==> src/rtl/traffic_light_pkg.sv <==
// Shared definitions for the traffic light controller and its monitor.
// Holds the monitor state enumeration, the fault cause codes and the default
// phase durations. The controller uses the same durations so that both sides
// agree on the timing.
package traffic_light_pkg;

    typedef enum logic [2:0] {
        ST_SYNC   = 3'd0,
        ST_RED    = 3'd1,
        ST_GREEN  = 3'd2,
        ST_YELLOW = 3'd3,
        ST_FAULT  = 3'd4
    } tl_state_t;

    localparam logic [2:0] ERR_NONE     = 3'd0;
    localparam logic [2:0] ERR_ENCODING = 3'd1;
    localparam logic [2:0] ERR_SEQUENCE = 3'd2;
    localparam logic [2:0] ERR_EARLY    = 3'd3;
    localparam logic [2:0] ERR_OVERSTAY = 3'd4;

    localparam int unsigned DEF_RED_CYCLES    = 32;
    localparam int unsigned DEF_GREEN_CYCLES  = 20;
    localparam int unsigned DEF_YELLOW_CYCLES = 7;

    function automatic int unsigned max3(input int unsigned a,
                                         input int unsigned b,
                                         input int unsigned c);
        int unsigned m;
        m = a;
        if (b > m) m = b;
        if (c > m) m = c;
        return m;
    endfunction

endpackage

==> src/rtl/traffic_light_dwell_counter.sv <==
// Dwell counter for the traffic light monitor.
// Counts enabled samples spent in the current phase and flags when the count
// equals the required dwell of that phase.
// Ports:
//   clk       - rising-edge clock
//   clear     - synchronous clear to 0 (highest priority)
//   start     - load 1 (first sample of a new phase)
//   inc       - increment by one
//   target    - required dwell of the current phase
//   count     - current dwell
//   at_target - count equals target
// With none of clear/start/inc asserted the count holds.
module traffic_light_dwell_counter #(
    parameter int unsigned WIDTH = 6
) (
    input  logic             clk,
    input  logic             clear,
    input  logic             start,
    input  logic             inc,
    input  logic [WIDTH-1:0] target,
    output logic [WIDTH-1:0] count,
    output logic             at_target
);

    always_ff @(posedge clk) begin
        if (clear) begin
            count <= '0;
        end else if (start) begin
            count <= WIDTH'(1);
        end else if (inc) begin
            count <= count + WIDTH'(1);
        end
    end

    assign at_target = (count == target);

endmodule

==> src/rtl/traffic_light_monitor.sv <==
// Traffic light monitor.
// Watches the light outputs of a controller on every enabled cycle and checks
// one-hot encoding, the RED->GREEN->YELLOW->RED order and the dwell of each
// phase. The first fault is latched until reset.
// Ports:
//   clk         - rising-edge clock
//   reset       - synchronous active-high reset
//   enable      - controller enable; lights are only sampled when 1
//   red/yellow/green - observed lights
//   phase_done  - one-cycle pulse after each legal, correctly timed change
//   error       - sticky fault flag
//   err_code    - first fault cause (0 none, 1 encoding, 2 sequence,
//                 3 early, 4 overstay)
//   cycle_count - completed light cycles, saturating
module traffic_light_monitor #(
    parameter int unsigned RED_CYCLES    = traffic_light_pkg::DEF_RED_CYCLES,
    parameter int unsigned GREEN_CYCLES  = traffic_light_pkg::DEF_GREEN_CYCLES,
    parameter int unsigned YELLOW_CYCLES = traffic_light_pkg::DEF_YELLOW_CYCLES
) (
    input  logic        clk,
    input  logic        reset,
    input  logic        enable,
    input  logic        red,
    input  logic        yellow,
    input  logic        green,
    output logic        phase_done,
    output logic        error,
    output logic [2:0]  err_code,
    output logic [15:0] cycle_count
);

    import traffic_light_pkg::*;

    localparam int unsigned MAX_CYCLES = max3(RED_CYCLES, GREEN_CYCLES, YELLOW_CYCLES);
    localparam int unsigned DW         = $clog2(MAX_CYCLES + 2);

    localparam logic [DW-1:0] RED_T    = DW'(RED_CYCLES);
    localparam logic [DW-1:0] GREEN_T  = DW'(GREEN_CYCLES);
    localparam logic [DW-1:0] YELLOW_T = DW'(YELLOW_CYCLES);

    tl_state_t     state;
    tl_state_t     next_state;

    logic [DW-1:0] dwell;
    logic [DW-1:0] dwell_target;
    logic          dwell_full;
    logic          cnt_start;
    logic          cnt_inc;

    logic          fault_hit;
    logic [2:0]    fault_code;
    logic          pulse;
    logic          cycle_inc;
    logic          one_hot;

    assign one_hot = ({1'b0, red} + {1'b0, yellow} + {1'b0, green}) == 2'd1;

    always_comb begin
        dwell_target = '0;
        case (state)
            ST_RED:    dwell_target = RED_T;
            ST_GREEN:  dwell_target = GREEN_T;
            ST_YELLOW: dwell_target = YELLOW_T;
            default:   dwell_target = '0;
        endcase
    end

    traffic_light_dwell_counter #(
        .WIDTH (DW)
    ) u_dwell (
        .clk       (clk),
        .clear     (reset),
        .start     (cnt_start),
        .inc       (cnt_inc),
        .target    (dwell_target),
        .count     (dwell),
        .at_target (dwell_full)
    );

    always_ff @(posedge clk) begin
        if (reset) begin
            state <= ST_SYNC;
        end else begin
            state <= next_state;
        end
    end

    // Since overstay is caught at dwell == target, dwell never exceeds the
    // target, so "not at target" on a legal change means early.
    always_comb begin
        next_state = state;
        cnt_start  = 1'b0;
        cnt_inc    = 1'b0;
        fault_hit  = 1'b0;
        fault_code = ERR_NONE;
        pulse      = 1'b0;
        cycle_inc  = 1'b0;

        if (enable && (state != ST_FAULT)) begin
            if (!one_hot) begin
                fault_hit  = 1'b1;
                fault_code = ERR_ENCODING;
            end else begin
                case (state)
                    ST_SYNC: begin
                        if (red) begin
                            next_state = ST_RED;
                            cnt_start  = 1'b1;
                        end else begin
                            fault_hit  = 1'b1;
                            fault_code = ERR_SEQUENCE;
                        end
                    end
                    ST_RED: begin
                        if (red) begin
                            if (dwell_full) begin
                                fault_hit  = 1'b1;
                                fault_code = ERR_OVERSTAY;
                            end else begin
                                cnt_inc = 1'b1;
                            end
                        end else if (green) begin
                            if (dwell_full) begin
                                next_state = ST_GREEN;
                                cnt_start  = 1'b1;
                                pulse      = 1'b1;
                            end else begin
                                fault_hit  = 1'b1;
                                fault_code = ERR_EARLY;
                            end
                        end else begin
                            fault_hit  = 1'b1;
                            fault_code = ERR_SEQUENCE;
                        end
                    end
                    ST_GREEN: begin
                        if (green) begin
                            if (dwell_full) begin
                                fault_hit  = 1'b1;
                                fault_code = ERR_OVERSTAY;
                            end else begin
                                cnt_inc = 1'b1;
                            end
                        end else if (yellow) begin
                            if (dwell_full) begin
                                next_state = ST_YELLOW;
                                cnt_start  = 1'b1;
                                pulse      = 1'b1;
                            end else begin
                                fault_hit  = 1'b1;
                                fault_code = ERR_EARLY;
                            end
                        end else begin
                            fault_hit  = 1'b1;
                            fault_code = ERR_SEQUENCE;
                        end
                    end
                    ST_YELLOW: begin
                        if (yellow) begin
                            if (dwell_full) begin
                                fault_hit  = 1'b1;
                                fault_code = ERR_OVERSTAY;
                            end else begin
                                cnt_inc = 1'b1;
                            end
                        end else if (red) begin
                            if (dwell_full) begin
                                next_state = ST_RED;
                                cnt_start  = 1'b1;
                                pulse      = 1'b1;
                                cycle_inc  = 1'b1;
                            end else begin
                                fault_hit  = 1'b1;
                                fault_code = ERR_EARLY;
                            end
                        end else begin
                            fault_hit  = 1'b1;
                            fault_code = ERR_SEQUENCE;
                        end
                    end
                    default: begin
                        next_state = state;
                    end
                endcase
            end

            if (fault_hit) begin
                next_state = ST_FAULT;
                cnt_start  = 1'b0;
                cnt_inc    = 1'b0;
            end
        end
    end

    always_ff @(posedge clk) begin
        if (reset) begin
            phase_done  <= 1'b0;
            error       <= 1'b0;
            err_code    <= ERR_NONE;
            cycle_count <= '0;
        end else begin
            phase_done <= pulse;
            if (fault_hit) begin
                error <= 1'b1;
                if (!error) begin
                    err_code <= fault_code;
                end
            end
            if (cycle_inc && (cycle_count != 16'hFFFF)) begin
                cycle_count <= cycle_count + 16'd1;
            end
        end
    end

endmodule

==> config.mk <==
export PLATFORM = sky130hd
export DESIGN_NAME = traffic_light_monitor
export DESIGN_NICKNAME = d
export VERILOG_FILES = /design/src/rtl/traffic_light_pkg.sv /design/src/rtl/traffic_light_dwell_counter.sv /design/src/rtl/traffic_light_monitor.sv
export SDC_FILE = /design/constraint.sdc
export NUM_CORES = 1
export LEC_CHECK = 0
export ABC_AREA = 1
export CORE_ASPECT_RATIO = 0.9
export CORE_MARGIN = 1.5
export CORE_UTILIZATION = 54
export CTS_CLUSTER_DIAMETER = 60
export DETAILED_ROUTE_END_ITERATION = 12
export HOLD_SLACK_MARGIN = 0.08
export PLACE_DENSITY = 0.79
export SYNTH_ARGS = -nofsm -noshare
export SYNTH_HDL_FRONTEND = slang
export SYNTH_HIERARCHICAL = 1
export SYNTH_SLANG_ARGS = --single-unit
==> constraint.sdc <==
create_clock -name clk -period 4.49 [get_ports clk]
set_input_delay 1.347 -clock clk [delete_from_list [all_inputs] [get_ports clk]]
set_output_delay 1.347 -clock clk [all_outputs]
set_load 0.05 [all_outputs]
==> results.md <==
* Vias/cell at 5.276
* Yosys top cell area share at 31.25%
* Die area at 0.003926 mm^2
* Ports at 27
* Slew Viols, Final at 0
* Die H at 59.60 um
* Synth area leaders: dfxtp_1 (31%), nand2_1 (13%), inv_1 (8.2%)
* Post-synthesis mux area share at 0%
* Final instance area at 0.002308 mm^2
* Power Density at 243.6 mW/mm^2
* Peak supply drop at 0.3238 mV
* Post-route antenna net violation count at 0
* ANT cells at 0
* Clk_skew at 0.002102 ns
* Port bufs at 26
* Vias in the first global route at 1,644
* Total Routing Usage GR at 24.09%
* Outcome: finished, final reports clean
* Post-CTS setup buffer count at 0
* Total number of vias at 1,952
* Final total power at 562.2 uW
* Setup crit start kind: input pin
* Sequential share of the synthesized area at 31.25%
* Syn Area/Cell at 6.537 um^2
* Post-Syn Instances at 294
* Simple-Gate Fraction of Synth Area at 42.25%
* Hold path depth at 2
* Final Cycle Share at 86.23%
* CP max FO at 8
* # setup viols final at 0
* Placed cells at 363
* DR WL/cell at 11.62 um
* Asr flop ratio synth at 0%
* Number of enable flip-flop cells after synthesis at 0
* Area Growth Syn to Fin at 20.12%
* DRC at 0
* Pre-CTS setup slack at 0.3936 ns
* GRT Residual Overflow at 0
* Nets at 335
* Clk buf depth at 2
* RSZ-0062 raised after global routing: no
* Worst Hold End: error$_SDFFE_PP0P_
* Post-cts sizing count at 0
* Hold Startpoint: error$_SDFFE_PP0P_
* Worst slew pin tran at 0.6701 ns
* Row count at 20
* Final worst slack at 0.6183 ns
* Synth Area in Adders at 2.344%
* Core area at 0.003378 mm^2
* Clock Pin Slew Worst Setup and Hold Paths at 0.06 ns
* Max-slew headroom at 55.19%
* Compound-cell area share of the yosys netlist at 13.02%
* Yosys top cell by area: dfxtp_1
* Post-Route WL at 4298 um
* Max Freq at 258.3 MHz
* Worst hold path class: reg2reg
* DPL Wire Length at 3296 um
* DRT iter0 DRCs at 214
* Layout cells sized above 1 at 8.896%
* FF-to-FF setup slack at 1.47 ns
* Max cap viols at 0
* Crit Reg-Reg Endpoint: u_dwell/count[2]$_SDFFE_PP0P_
* CTS buffer count at 5
* Finished Layout Cells at 370
* Commonest cells in the netlist: nand2_1 (69), inv_1 (42), nor2_1 (38)
* WP data arrival at 4.04 ns
* Setup TNS at 0 ns
* DP Area at 0.002232 mm^2
* Number of sinks on the clock net at 30
* Ys flop type: dfxtp_1
* Final GP Congestion at 1.035
* Post-CTS Hold Buffers at 0
* Critical Path End Type: register
* TritonCTS clock tree: done
* Most numerous cell in the Yosys netlist: nand2_1
* Clock Latency Late Sink at 0.27 ns
* Synth warn at 6
* Critical R2R Launch: state[2]$_SDFFE_PP0P_
* Pre-Repair DR Iteration Count at 4
* Cell Area, Synth at 0.001922 mm^2
* Synth Area in XOR/XNOR at 0.9115%
* Initial Utilization at 56.89%
* WP data required at 4.66 ns
* Leak at 0.0008766 uW
* H-tree depth at 2
* Chip width at 65.89 um
* First-pass GRT wire length at 7334 um
* Pin count of the biggest net entering global routing at 17
* Yosys reg bits at 30
* Synth cell types at 37
* Initial antenna violation count at 0
* CTS root buf: clkbuf_8
* Final Hold Viols at 0
* Setup CP Type: in2reg
* Largest family of logic cells by synthesized area: simple AND/OR/NAND/NOR gates
* R2R cell count at 16
* Final worst path period need at 3.872 ns
## metal layers
layer	vias to the layer above	GRT usage, %	part of all wire, %
li1	1018	-	-
met1	871	34.78	50
met2	54	36.94	43
met3	9	5.323	5.6
met4	0	5.060	1.0
met5	-	0	0
## placed cells by master (no fill, tap or decap), drive strengths merged
cell and n:
nand2 71, o221ai 1, a21oi 19, conb 2, nand3b 1, a41oi 1
nor2 49, a2111oi 1, nor4 2, clkdlybuf4s50 26, buf 2, o2111ai 2
nor3b 3, inv 45, fa 1, nor3 11, o211a 1, nand4 10
or2 1, nand3 18, clkbuf 7, o22ai 1, xnor2 2, o21ai 13
ha 2, o21a 2, a311oi 1, a31oi 1, dfxtp 30
## kinds of logic after synthesis
kind of cell               after synthesis
other                                    1
DFF                                     30
adders and majority gates                3
AOI/OAI and AO/OA                       43
buffers and inverters                   49
xor gates and xnor gates                 2
and+or+nand+nor                        166
## sequential cells by signal, summed over array words and instances (netlist names)
signal,count
state,3
cycle_count,16
u_dwell/count,6
phase_done,1
error,1
err_code,3
## area by class of cell
type	instances	area, um^2
clock buffer	7	76.32
sequential	30	600.6
multi-input combinational	216	1132
timing repair buffer	28	275.3
tap	44	55.05
fill	325	1070
inverter	45	168.9
## worst max-delay path, cell delays in order
cell and delay [ns]:
clkdlybuf4s50_1 0.61, inv_1 0.18, fa_1 0.52, nor2_2 0.13, inv_1 0.14, a2111oi_0 0.50, buf_4 0.22, nand2_1 0.08
nor2_1 0.14, nand2_1 0.06, nand2_1 0.05, nor2_1 0.04
## through the flow
step                util (%)  hold slack [ns]
floorplan                  -           0.4766
global placement       66.07           0.4770
detailed placement     66.07           0.4788
CTS                    68.33           0.4903
global route           68.33           0.5045
finish                 68.33           0.4844
## where the power goes
group	total, uW	internal, uW	leakage, uW	switching (uW)
registers	277	272	0.000243	4.84
clock network	197	106	0.0000383	91.0
logic	88.1	28.4	0.000596	59.7
## worst max-delay path by stage
stage                     start                       endpoint
after floorplan             red  u_dwell/count[5]$_SDFFE_PP0P_
after global placement      red  u_dwell/count[5]$_SDFFE_PP0P_
after detailed placement    red  u_dwell/count[5]$_SDFFE_PP0P_
after CTS                   red  u_dwell/count[5]$_SDFFE_PP0P_
after global routing        red  u_dwell/count[5]$_SDFFE_PP0P_
final                       red  u_dwell/count[4]$_SDFFE_PP0P_
Power figures use the tool's default switching activity.
